### config.mk
export PLATFORM = sky130hd
export DESIGN_NAME = program_loader
export DESIGN_NICKNAME = d
export VERILOG_FILES = /design/src/rtl/program_loader_pkg.sv /design/src/rtl/loader_byte_assembler.sv /design/src/rtl/program_loader.sv
export SDC_FILE = /design/constraint.sdc
export NUM_CORES = 1
export LEC_CHECK = 0
export BUFFER_PORTS_ARGS = -buffer_cell sky130_fd_sc_hd__buf_2
export CORE_UTILIZATION = 50
export CTS_BUF_LIST = sky130_fd_sc_hd__clkbuf_4 sky130_fd_sc_hd__clkbuf_8
export DETAILED_ROUTE_END_ITERATION = 6
export PLACE_DENSITY = 0.75
export SYNTH_ARGS = -nofsm -noshare
export SYNTH_HDL_FRONTEND = slang
export SYNTH_HIERARCHICAL = 1
export SYNTH_SLANG_ARGS = --single-unit
### constraint.sdc
create_clock -name clk -period 3.43 [get_ports clk]
set_input_delay 0.343 -clock clk [delete_from_list [all_inputs] [get_ports clk]]
set_output_delay 0.343 -clock clk [all_outputs]
set_load 0.005 [all_outputs]
### src/rtl/program_loader_pkg.sv
// program_loader_pkg
//   Shared definitions for the program-memory loader: loader FSM state
//   encoding, frame layout constants and the program memory geometry that
//   the loader, the CPU program counter and the memory must agree on.
package program_loader_pkg;

    // Program memory geometry (12-bit PC, 16-bit instruction words).
    localparam int ADDR_W     = 12;
    localparam int WORD_BYTES = 2;
    localparam int DATA_W     = 8 * WORD_BYTES;
    localparam int MAX_WORDS  = 2 ** ADDR_W;

    // Frame layout.
    localparam int          LEN_BYTES = 2;
    localparam int          LEN_W     = 8 * LEN_BYTES;
    localparam logic [7:0]  CSUM_OK   = 8'h00;

    typedef enum logic [3:0] {
        ST_IDLE    = 4'd0,
        ST_LEN_HI  = 4'd1,
        ST_LEN_LO  = 4'd2,
        ST_DATA_HI = 4'd3,
        ST_DATA_LO = 4'd4,
        ST_WRITE   = 4'd5,
        ST_CSUM    = 4'd6,
        ST_DONE    = 4'd7,
        ST_ERROR   = 4'd8
    } loader_state_e;

endpackage

### src/rtl/loader_byte_assembler.sv
// loader_byte_assembler
//   Byte-level datapath of the program loader. Latches the high and low
//   byte of each big-endian word and keeps the running XOR of every byte
//   transferred in the current frame.
//   Ports:
//     clk, reset   - clock, asynchronous active-low reset
//     clear        - restart the XOR accumulator (start of a new frame)
//     accept       - a byte is transferred this cycle
//     is_hi        - the accepted byte is the high byte of a pair
//     byte_i       - the byte being transferred
//     hi_o         - last latched high byte
//     word_o       - {high, low} assembled word
//     csum_ok_o    - accumulator XOR byte_i equals the frame-good value
module loader_byte_assembler
    import program_loader_pkg::*;
(
    input  logic              clk,
    input  logic              reset,
    input  logic              clear,
    input  logic              accept,
    input  logic              is_hi,
    input  logic [7:0]        byte_i,
    output logic [7:0]        hi_o,
    output logic [DATA_W-1:0] word_o,
    output logic              csum_ok_o
);

    logic [7:0] hi_q, hi_d;
    logic [7:0] lo_q, lo_d;
    logic [7:0] acc_q, acc_d;

    always_comb begin
        hi_d  = hi_q;
        lo_d  = lo_q;
        acc_d = acc_q;
        if (clear) begin
            acc_d = 8'h00;
        end else if (accept) begin
            acc_d = acc_q ^ byte_i;
            if (is_hi) begin
                hi_d = byte_i;
            end else begin
                lo_d = byte_i;
            end
        end
    end

    always_ff @(posedge clk or negedge reset) begin
        if (!reset) begin
            hi_q  <= 8'h00;
            lo_q  <= 8'h00;
            acc_q <= 8'h00;
        end else begin
            hi_q  <= hi_d;
            lo_q  <= lo_d;
            acc_q <= acc_d;
        end
    end

    assign hi_o      = hi_q;
    assign word_o    = {hi_q, lo_q};
    // Evaluated against the byte on the wire so the checksum byte itself
    // is folded in on the cycle it is transferred.
    assign csum_ok_o = ((acc_q ^ byte_i) == CSUM_OK);

endmodule

### src/rtl/program_loader.sv
// program_loader
//   Fills program memory from a framed byte stream:
//     LEN_HI LEN_LO, N x (WORD_HI WORD_LO), CSUM
//   Words are written from address 0 upward; the frame is accepted only if
//   the XOR of all its bytes is zero. The CPU is held in reset for the
//   whole load and stays held if the load fails.
//   Ports:
//     clk, reset         - clock, asynchronous active-low reset
//     start              - one-cycle pulse, begins a load from IDLE/DONE/ERROR
//     rx_data/valid/ready- byte stream handshake (transfer = valid && ready)
//     mem_address/mem_data_in/mem_write_enable - program memory write port
//     cpu_hold           - keep CPU in reset
//     busy, done, error  - load status (done/error sticky until next start)
//     words_loaded       - words written in the current or last load
module program_loader #(
    parameter int ADDR_W    = program_loader_pkg::ADDR_W,
    parameter int DATA_W    = program_loader_pkg::DATA_W,
    parameter int MAX_WORDS = program_loader_pkg::MAX_WORDS
) (
    input  logic              clk,
    input  logic              reset,
    input  logic              start,
    input  logic [7:0]        rx_data,
    input  logic              rx_valid,
    output logic              rx_ready,
    output logic [ADDR_W-1:0] mem_address,
    output logic [DATA_W-1:0] mem_data_in,
    output logic              mem_write_enable,
    output logic              cpu_hold,
    output logic              busy,
    output logic              done,
    output logic              error,
    output logic [ADDR_W:0]   words_loaded
);

    import program_loader_pkg::*;

    localparam logic [LEN_W:0]    MAX_N    = (LEN_W + 1)'(MAX_WORDS);
    localparam logic [ADDR_W-1:0] ADDR_ONE = {{(ADDR_W - 1){1'b0}}, 1'b1};
    localparam logic [ADDR_W:0]   CNT_ONE  = {{ADDR_W{1'b0}}, 1'b1};

    loader_state_e     state_q, state_d;
    logic [ADDR_W-1:0] addr_q, addr_d;
    logic [ADDR_W:0]   words_q, words_d;
    logic [ADDR_W:0]   len_q, len_d;

    logic              transfer;
    logic              asm_clear;
    logic              asm_is_hi;
    logic [7:0]        asm_hi;
    logic              csum_ok;
    logic [LEN_W-1:0]  len_word;
    logic [ADDR_W:0]   words_inc;

    // rx_ready is a pure decode of the registered state.
    assign rx_ready  = (state_q == ST_LEN_HI)  || (state_q == ST_LEN_LO) ||
                       (state_q == ST_DATA_HI) || (state_q == ST_DATA_LO) ||
                       (state_q == ST_CSUM);
    assign transfer  = rx_valid && rx_ready;
    assign asm_is_hi = (state_q == ST_LEN_HI) || (state_q == ST_DATA_HI);
    assign len_word  = {asm_hi, rx_data};
    assign words_inc = words_q + CNT_ONE;

    loader_byte_assembler u_asm (
        .clk       (clk),
        .reset     (reset),
        .clear     (asm_clear),
        .accept    (transfer),
        .is_hi     (asm_is_hi),
        .byte_i    (rx_data),
        .hi_o      (asm_hi),
        .word_o    (mem_data_in),
        .csum_ok_o (csum_ok)
    );

    always_comb begin
        state_d   = state_q;
        addr_d    = addr_q;
        words_d   = words_q;
        len_d     = len_q;
        asm_clear = 1'b0;
        case (state_q)
            ST_IDLE, ST_DONE, ST_ERROR: begin
                if (start) begin
                    state_d   = ST_LEN_HI;
                    addr_d    = '0;
                    words_d   = '0;
                    asm_clear = 1'b1;
                end
            end
            ST_LEN_HI: begin
                if (transfer) state_d = ST_LEN_LO;
            end
            ST_LEN_LO: begin
                if (transfer) begin
                    len_d = len_word[ADDR_W:0];
                    if ({1'b0, len_word} > MAX_N) begin
                        state_d = ST_ERROR;
                    end else if (len_word == '0) begin
                        state_d = ST_CSUM;
                    end else begin
                        state_d = ST_DATA_HI;
                    end
                end
            end
            ST_DATA_HI: begin
                if (transfer) state_d = ST_DATA_LO;
            end
            ST_DATA_LO: begin
                if (transfer) state_d = ST_WRITE;
            end
            ST_WRITE: begin
                // After the last word of a full 4096-word image addr wraps
                // to 0, but it is never used again before the next start.
                addr_d  = addr_q + ADDR_ONE;
                words_d = words_inc;
                state_d = (words_inc == len_q) ? ST_CSUM : ST_DATA_HI;
            end
            ST_CSUM: begin
                if (transfer) state_d = csum_ok ? ST_DONE : ST_ERROR;
            end
            default: state_d = ST_IDLE;
        endcase
    end

    always_ff @(posedge clk or negedge reset) begin
        if (!reset) begin
            state_q <= ST_IDLE;
            addr_q  <= '0;
            words_q <= '0;
            len_q   <= '0;
        end else begin
            state_q <= state_d;
            addr_q  <= addr_d;
            words_q <= words_d;
            len_q   <= len_d;
        end
    end

    assign mem_address      = addr_q;
    assign mem_write_enable = (state_q == ST_WRITE);
    assign busy             = rx_ready || (state_q == ST_WRITE);
    // A failed image must never be released to the CPU.
    assign cpu_hold         = busy || (state_q == ST_ERROR);
    assign done             = (state_q == ST_DONE);
    assign error            = (state_q == ST_ERROR);
    assign words_loaded     = words_q;

endmodule

======== Word level (Yosys, flattened, before mapping) ========
Cells that the tools add are included.
cells by class
  divide/modulo/power cells ............... 0
  multiplexer cells ....................... 19
  multipliers ............................. 0
  shift operators ......................... 0
  order comparisons ....................... 1
  eq/ne operators ......................... 15
  $add $sub $neg .......................... 2
  bitwise logic cells ..................... 3
  reduce and logical (&&, ||, !) cells .... 19
operator list
  cell                                                                               count
  4-bit two-way mux                                                                  8
  4-bit one-hot mux with 7 select lines                                              1
  13-bit one-hot mux with 2 select lines                                             1
  12-bit one-hot mux with 2 select lines                                             1
  4-bit by 3-bit equality test with 1-bit output, second input constant              4
  16-bit by 13-bit greater-than comparator with 1-bit output, second input constant  1
  16-bit zero test                                                                   1
  8-bit two-way mux                                                                  2
  13-bit by 1-bit adder with 13-bit output, second input constant                    1
  13-bit equality test                                                               1
  13-bit two-way mux                                                                 1
  12-bit by 1-bit adder with 12-bit output, second input constant                    1
  12-bit two-way mux                                                                 1
  2-bit inequality test, second input constant                                       6
  4-bit by 2-bit equality test with 1-bit output, second input constant              2
  8-bit zero test                                                                    1
  8-bit XOR                                                                          1
  1-bit logical OR                                                                   7
  3-bit two-way mux                                                                  2
  3-bit AND reduction                                                                2
  6-bit AND reduction                                                                1
  4-bit by 1-bit equality test with 1-bit output, second input constant              1
  4-bit equality test, second input constant                                         1
  4-bit zero test                                                                    1
  6 further kinds                                                                    10
storage, ports and cells
  memories kept ........................... 0
  flip-flop bits (word level) ............. 66
  bits in writable memories ............... 0
  memory bits (read-only) ................. 0
  logic and storage cells ................. 66
  bits in latches ......................... 0

======== Depth between registers and ports, before layout ========
Gate-level depths: netlist of the first run.
  word-level depth ........................ 8
  mapped depth ............................ 9
  mapped depth without buffers ............ 9

======== Cells and area by module ========
The synthesis of the first run kept the hierarchy.
modules (own cells, without submodules)
  module                 cells each  area each (µm²)  instances
  program_loader         263         2,409.8          1
  loader_byte_assembler  87          1,109.8          1

======== Worst setup path after synthesis of the first run ========
Ideal clock, no wire load.
  path type ............................... register to register
  start point ............................. register words_q[0] (netlist: words_loaded[0])
  end point ............................... register state_q[0]
  setup time .............................. 0.124 ns
  period minus slack after synthesis ...... 2.417 ns
  arrival time ............................ 2.293 ns
  setup slack ............................. 1.013 ns
  buffers on the path ..................... 0
  stages on the path, launching flop included .. 8
  cells stage by stage .................... dfrtp_1 -> ha_1 -> nand3_1 -> nor4_1 -> xnor2_1 -> nand4_1 -> or4_1 -> a211o_1
on the way
  word-level cells in the longest chain between the ends .. 4
RTL lines
  what                                      RTL line               source
  from (decl)                               program_loader.sv:44   logic [ADDR_W:0] words_q, words_d;
  from (signal assigned)                    program_loader.sv:135  words_q <= words_d;
  13-bit by 1-bit adder with 13-bit output  program_loader.sv:62   assign words_inc = words_q + CNT_ONE;
  13-bit equality test                      program_loader.sv:117  state_d = (words_inc == len_q) ? ST_CSUM : ST_DATA_HI;
  3-bit two-way mux                         program_loader.sv:117
  4-bit one-hot mux with 7 select lines     program_loader.sv:82   case (state_q)
  to (signal assigned)                      program_loader.sv:133  state_q <= state_d;
  to (decl)                                 program_loader.sv:42   loader_state_e state_q, state_d;
No other way between the ends.
A chain may end at the register's enable or synchronous reset.

======== Final worst setup path of the first run ========
Same ends and word-level chain as after synthesis.

==> impl_metrics.sql, run 1 <==
INSERT INTO impl_metrics (metric_group, metric, value, unit) VALUES
('clock_network', 'cts_repair_resize_count', '0', ''),
('synthesis', 'synth_edf_count', '0', ''),
('clock_network', 'clkLatencyLatePin', '0.35', 'ns'),
('synthesis', 'post_synth_xor_area_fraction', '9.21', '%'),
('synthesis', 'syn_avg_cell_area', '10.1', 'sq um'),
('timing', 'timing.final.crit_period', '2.75', 'ns'),
('synthesis', 'synth_top_cells_by_count', 'dfrtp_1, nand2_1, mux2_2, o21ai_0, nor2_1', ''),
('cells_and_area', 'area_delta_synth_final', '14.6', '%'),
('cells_and_area', 'final_layout_size_suffix_gt1_share', '27.6', '%'),
('cells_and_area', 'n_fill_cell', '600', ''),
('synthesis', 'yosys.area_share.adder', '0.711', '%'),
('timing', 'setup_slack', '0.682', 'ns'),
('synthesis', 'yosysMostFrequentCell', 'dfrtp_1', ''),
('clock_network', 'tritoncts', 'yes', ''),
('detailed_routing', 'detailroute.via_count', '2764', ''),
('timing', 'fin_skew', '0.00940', 'ns'),
('clock_network', 'post-cts-setup-buffer-count', '0', ''),
('die', 'ios', '59', ''),
('placement', 'placed_cells_incl_taps', '486', ''),
('setup_path', 'timing.critical_path.arrival', '2.98', 'ns'),
('timing', 'fmaxAchievable', '364', 'MHz'),
('power_and_ir_drop', 'ir_drop', '0.374', 'mV'),
('global_route', 'track_usage', '21.8', '%'),
('timing', 'timing.final.max_slew_violations', '0', ''),
('timing', 'period_share', '80.1', '%'),
('timing', 'fin_tns_setup', '0', 'ns'),
('die', 'die_height', '85.9', 'microns'),
('timing', 'fin_worst_hold_slack', '0.187', 'ns'),
('synthesis', 'synth_nets', '364', ''),
('synthesis', 'seq_area_frac_synth', '46.9', '%'),
('placement', 'dp_worst_setup_slack', '0.762', 'ns'),
('setup_path', 'worst-path-max-fanout', '6', ''),
('die', 'floorplan.initialDensity', '51.8', '%'),
('global_route', 'number_of_antenna_violations_at_the_first_check_in_global_routing', '0', ''),
('timing', 'rsz_0062_raised_after_global_routing', 'no', ''),
('synthesis', 'yosysWarnings', '6', ''),
('global_route', 'grt_pass1_vias', '2568', ''),
('power_and_ir_drop', 'power.density', '749', 'mW/mm^2'),
('synthesis', 'main_combinational_cell_family_by_area_after_synthesis', 'simple AND/OR/NAND/NOR gates', ''),
('detailed_routing', 'finalWirelength', '7480', 'microns'),
('timing', 'finalHoldViolations', '0', ''),
('clock_network', 'root_buffer', 'clkbuf_8', ''),
('synthesis', 'synthMuxAreaShare', '10.4', '%'),
('clock_network', 'cts_max_level', '3', ''),
('setup_path', 'required_time_worst_endpoint', '3.66', 'ns'),
('clock_network', 'cts.sinks', '66', ''),
('timing', 'timing.final.setup_violations', '0', ''),
('global_route', 'wire_length_of_the_first_global_routing_pass', '12500', 'microns'),
('synthesis', 'synth_compound_area_share', '10.2', '%'),
('clock_network', 'ctsHoldBuffers', '0', ''),
('synthesis', 'synth.area.top_cells', 'dfrtp_1, mux2_2, xnor2_1', ''),
('placement', 'detailed_place_hpwl', '5260', 'microns'),
('setup_path', 'criticalPathCategory', 'flop to flop', ''),
('die', 'floorplan.rows', '30', ''),
('synthesis', 'synth-seq-cells', '66', ''),
('detailed_routing', 'drt_drc_violations_left', '0', ''),
('placement', 'buffer_ports.inserted', '58', ''),
('global_route', 'largest_net_degree_at_the_start_of_global_routing', '50', ''),
('cells_and_area', 'cell_count_final_fillers_out', '502', ''),
('synthesis', 'synthFlopType', 'dfrtp_1', ''),
('detailed_routing', 'route.detailed.wl_per_inst', '14.9', 'microns'),
('synthesis', 'synth.largest_area_cell', 'dfrtp_1', ''),
('detailed_routing', 'detailed_routing_iteration_count_for_the_pre_antenna_repair_pass', '4', ''),
('clock_network', 'clk_path_buf_depth', '2', ''),
('job', 'cap_viol_max_count', '0', ''),
('synthesis', 'post_synth_and_or_nand_nor_area_fraction', '18.4', '%'),
('setup_path', 'worst_setup_path_start_kind', 'flop', ''),
('synthesis', 'syn-instance-count', '350', ''),
('run_status', 'status', 'finished, final reports clean', ''),
('cells_and_area', 'antenna_cells_inserted', '0', ''),
('timing', 'relSlewSlack', '29.0', '%');
==> metal layers <==
metal	GRT usage (%)	up-vias	wire length, microns
li1	-	1335	-
met1	30.5	1343	3550
met2	34.0	77	3510
met3	5.10	9	348
met4	5.91	0	67
met5	0	-	0
==> placed cells by master (no fill, tap or decap), drive strengths merged, types with 2 or more instances in the layout <==
master  Yosys  routed
xnor2      19      19
o211a       2       2
nor4        5       5
a22o        3       3
inv         5       9
mux2i       4       4
nor2       25      25
a211oi      2       2
o31ai       3       3
o22ai       2       2
nor3        7       7
nand3      15      15
clkbuf      9       9
mux2       29      29
o21ai      27      27
nand3b      2       2
nand4       6       6
ha          2       2
or4         2       2
nand2b      2       2
buf        12      61
dfrtp      66      66
nand2      44      44
and3        3       3
nor3b       5       5
a21oi       6       6
nor2b       3       3
a41o        2       2
and2        3       3
or3         3       3
xor2       18      18
or2         3       3
a31oi       4       4
==> power breakdown <==
part           total (mW)  internal [mW]  switching, mW
Sequential           1.27           1.03          0.241
Clock               0.696          0.350          0.346
Combinational        1.06          0.563          0.494
==> final timing paths <==
kind                                   end  slack (ns)  cells after the start       startpoint
setup / recovery                state_q[0]        0.68                      7  words_loaded[0]
setup reg to reg                state_q[0]        0.68                      7  words_loaded[0]
min in group clk             u_asm/hi_o[3]        0.33                      2       rx_data[3]
max in group asynchronous   u_asm/acc_q[7]        2.41                      2            reset
hold / removal             words_loaded[7]        0.19                      1            reset
hold reg to reg            mem_address[11]        0.47                      1  mem_address[11]
==> area by class of cell <==
type	instances	area [sq um]	area share (%)
multi-input combinational	258	1720	42.7
clock inverter	7	83.8	2.08
clock buffer	9	124	3.07
timing repair buffer	61	313	7.75
sequential	66	1650	40.9
tap	96	120	2.98
inverter	5	18.8	0.465
==> worst max-delay path, cell delays in order, from the launching register on <==
cell     delay [ns]
dfrtp_1        0.44
ha_1           0.29
nand3_1        0.19
nor4_1         0.56
xnor2_1        0.20
nand4_1        0.09
or4_1          0.55
a211o_1        0.32
==> logic make-up (layout without fill, tap and decap cells) <==
family | after synthesis | after routing
AO/OA/AOI/OAI | 57 | 57
XOR/XNOR | 37 | 37
buffers and inverters | 26 | 82
AND/OR/NAND/NOR | 129 | 129
flip-flops | 66 | 66
multiplexers | 33 | 33
adder cells (fa/ha/maj) | 2 | 2
==> sequential cells by signal, indices dropped and copies added, names as in the netlist <==
register      cells
len_q            13
words_loaded     13
mem_address      12
u_asm/acc_q       8
u_asm/hi_o        8
u_asm/lo_q        8
state_q           4
==> per-stage QoR <==
step           utilization [%]  instance area (sq um)  total power [mW]
4_1_cts                   59.4                   4030              3.05
6_report                  59.4                   4030              3.02
3_3_place_gp              56.3                   3830              2.30
2_1_floorplan                -                   3520              2.08
5_1_grt                   59.4                   4030              3.23
3_5_place_dp              56.3                   3830              2.35
No activity file was read; power rests on OpenSTA's default activity.
==> run 2: changes to the inputs <==
--- a/config.mk
+++ b/config.mk
@@ -9,7 +9,7 @@
 export CORE_UTILIZATION = 50
 export CTS_BUF_LIST = sky130_fd_sc_hd__clkbuf_4 sky130_fd_sc_hd__clkbuf_8
 export DETAILED_ROUTE_END_ITERATION = 6
-export PLACE_DENSITY = 0.75
+export PLACE_DENSITY = 0.78
 export SYNTH_ARGS = -nofsm -noshare
 export SYNTH_HDL_FRONTEND = slang
 export SYNTH_HIERARCHICAL = 1
==> constraint.sdc (replaced) <==
create_clock -name clk -period 2.5 [get_ports clk]
set_input_delay 0.25 -clock clk [delete_from_list [all_inputs] [get_ports clk]]
set_output_delay 0.25 -clock clk [all_outputs]
set_load 0.005 [all_outputs]
==> run 2 against run 1 <==
  * Critical path depth is the same
  * Register-to-register slack lost 0.48 ns
  * Cell area grew 1.5%
  * Sequential share of layout area shrank 0.60 points
  * Combinational power grew 47%
  * Clock skew grew 0.0033 ns
  * Global-route usage grew 0.42 points
  * Worst setup slack lost 0.48 ns
  * Worst hold slack lost 0.12 ns
  * Maximum frequency grew 20%
  * Wire length grew 5.0%
  * First-iteration DRC count grew 130%
  * Critical endpoint unchanged
==> impl_metrics.sql, run 2 (same netlist as run 1, synthesis figures left out) <==
INSERT INTO impl_metrics (metric_group, metric, value, unit) VALUES
('run_status', 'status', 'finished, final reports clean', ''),
('clock_network', 'post-cts-setup-buffer-count', '0', ''),
('die', 'floorplan.initialDensity', '51.8', '%'),
('job', 'cap_viol_max_count', '0', ''),
('detailed_routing', 'finalWirelength', '7850', 'microns'),
('timing', 'timing.final.crit_period', '2.29', 'ns'),
('cells_and_area', 'area_delta_synth_final', '16.3', '%'),
('timing', 'fin_tns_setup', '0', 'ns'),
('setup_path', 'cpPeakStageDelay', '0.53', 'ns'),
('cells_and_area', 'multiInputGateArea', '0.00173', 'sq mm'),
('setup_path', 'worst-path-max-fanout', '4', ''),
('detailed_routing', 'route.antenna.remaining_nets', '0', ''),
('die', 'core_region_area', '0.00679', 'sq mm'),
('setup_path', 'criticalPathCategory', 'flop to flop', ''),
('clock_network', 'cts.sinks', '66', ''),
('cells_and_area', 'layout.cells.most_common', 'dfrtp_1', ''),
('power_and_ir_drop', 'power.clock.fraction', '20.1', '%'),
('cells_and_area', 'cell_count_final_fillers_out', '512', ''),
('worst_hold_path', 'hold_path_class', 'input port to async pin', ''),
('timing', 'relSlewSlack', '44.5', '%'),
('power_and_ir_drop', 'power.share.combinational', '38.0', '%'),
('setup_path', 'crit_family', 'simple AND/OR/NAND/NOR gates', ''),
('setup_path', 'count_of_buffering_cells_on_the_critical_path_with_inverters_included', '0', ''),
('global_route', 'wire_length_of_the_first_global_routing_pass', '12800', 'microns'),
('clock_network', 'tritoncts', 'yes', ''),
('power_and_ir_drop', 'power.density', '1000', 'mW/mm^2'),
('detailed_routing', 'detailroute.via_count', '2862', ''),
('power_and_ir_drop', 'power.internal', '2.62', 'mW'),
('cells_and_area', 'antenna_cells_inserted', '0', ''),
('setup_path', 'r2r_start', 'words_loaded[1]', ''),
('setup_path', 'worst_setup_path_start_kind', 'flop', ''),
('setup_path', 'critPathSlowestCell', 'or4_1', ''),
('detailed_routing', 'detailed_routing_iteration_count_for_the_pre_antenna_repair_pass', '5', ''),
('timing', 'fmaxAchievable', '436', 'MHz'),
('power_and_ir_drop', 'total_leakage_power', '1.92', 'nW'),
('placement', 'buffer_ports.inserted', '58', ''),
('setup_path', 'startpoint', 'words_loaded[1]', ''),
('timing', 'timing_worst_slew_pin_value', '0.833', 'ns'),
('timing', 'rsz_0062_raised_after_global_routing', 'no', ''),
('timing', 'finalHoldViolations', '0', ''),
('die', 'floorplan_die_area', '0.00738', 'sq mm'),
('detailed_routing', 'vias_per_cell', '5.59', ''),
('global_route', 'globalRoute.totalOverflow', '0', ''),
('detailed_routing', 'first_iter_violations', '193', ''),
('global_route', 'number_of_antenna_violations_at_the_first_check_in_global_routing', '0', ''),
('setup_path', 'timing.critical_path.arrival', '2.52', 'ns'),
('timing', 'timing.final.max_slew_violations', '0', ''),
('die', 'die_width', '85.9', 'microns'),
('power_and_ir_drop', 'power.sequential.fraction', '41.9', '%'),
('die', 'ios', '59', ''),
('die', 'floorplan.rows', '30', ''),
('cells_and_area', 'final_nets', '426', ''),
('clock_network', 'clkLatencyLatePin', '0.34', 'ns'),
('clock_network', 'clk_path_buf_depth', '2', ''),
('die', 'die_height', '85.9', 'microns'),
('timing', 'timing.final.setup_violations', '0', ''),
('clock_network', 'cts.clk_slew.worst_paths', '0.08', 'ns'),
('placement', 'place_congestion', '0.874', ''),
('global_route', 'largest_net_degree_at_the_start_of_global_routing', '67', ''),
('clock_network', 'cts_max_level', '3', ''),
('power_and_ir_drop', 'ir_drop', '0.668', 'mV'),
('cells_and_area', 'final-seq-area', '0.00165', 'sq mm'),
('setup_path', 'end_kind', 'flop', ''),
('global_route', 'grt_pass1_vias', '2623', ''),
('cells_and_area', 'n_fill_cell', '575', ''),
('cells_and_area', 'final_layout_size_suffix_gt1_share', '29.8', '%'),
('detailed_routing', 'route.detailed.wl_per_inst', '15.3', 'microns'),
('power_and_ir_drop', 'power_switching', '1.48', 'mW'),
('clock_network', 'root_buffer', 'clkbuf_8', ''),
('setup_path', 'timing.critical_path.cells', 'ha_1, nand3_1, nor4_2, xnor2_1, nand4_1, or4_1, a211o_1', ''),
('detailed_routing', 'drt_drc_violations_left', '0', ''),
('timing', 'fin_skew', '0.0127', 'ns'),
('cells_and_area', 'final_cell_mix', 'dfrtp_1, buf_2, nand2_1, mux2_2, o21ai_0', ''),
('placement', 'detailed_place_hpwl', '5380', 'microns'),
('clock_network', 'tritoncts.num_buffers', '9', ''),
('setup_path', 'required_time_worst_endpoint', '2.72', 'ns'),
('global_route', 'track_usage', '22.2', '%'),
('power_and_ir_drop', 'swShare', '36.2', '%'),
('timing', 'period_share', '91.8', '%'),
('placement', 'placed_cells_incl_taps', '497', '');
[run 2: power by group through the flow]
stage               clock, mW  combinational [mW]  sequential, mW
finish                  0.822                1.56            1.72
global route            0.882                1.72            1.76
CTS                     0.838                1.57            1.72
detailed placement          0                1.56            1.73
global placement            0                1.50            1.71
floorplan                   0                1.20            1.65
[run 2: metrics by stage]
stage | cell area (sq um) | utilization (%) | hold slack, ns | power, mW | worst slack [ns]
3_5_place_dp | 3910 | 57.5 | 0.469 | 3.29 | 0.123
3_3_place_gp | 3910 | 57.5 | 0.453 | 3.22 | 0.215
2_1_floorplan | 3520 | - | -0.0456 | 2.86 | 0.0828
4_1_cts | 4090 | 60.1 | 0.111 | 4.12 | 0.111
6_report | 4090 | 60.3 | 0.0680 | 4.10 | 0.206
5_1_grt | 4090 | 60.3 | 0.137 | 4.36 | 0.0363
[run 2: worst paths after layout]
| check | endpoint | slack, ns | cells after the start |
|---|---|---|---|
| worst max-delay path | state_q[0] | 0.21 | 7 |
| worst min-delay path | words_loaded[8] | 0.07 | 2 |
| max in group asynchronous | state_q[3] | 1.86 | 2 |
| worst max register to register | state_q[0] | 0.21 | 7 |
| min in group clk | len_q[7] | 0.25 | 2 |
| worst min register to register | mem_address[11] | 0.47 | 1 |
[run 2: timing repair]
action                                  CTS  global route
resized for setup                         0             2
hold buffers                              0             0
endpoints found under the hold margin     0             0
endpoints found under the setup margin    0             1
[run 2: final cells by class]
cell class,count,share of cell area (%)
clock buffers,10,3.36
well taps,96,2.93
repair buffers,72,9.66
clock inverters,5,0.947
multi-input cells,258,42.3
inverters,5,0.458
flip-flops and latches,66,40.3
[run 2: per-layer routing]
layer	vias up	share of wire (%)	track usage [%]
met3	10	5.8	5.49
met5	-	0	0
met1	1383	45	29.9
li1	1357	-	-
met2	112	48	35.6
met4	0	1.3	6.52
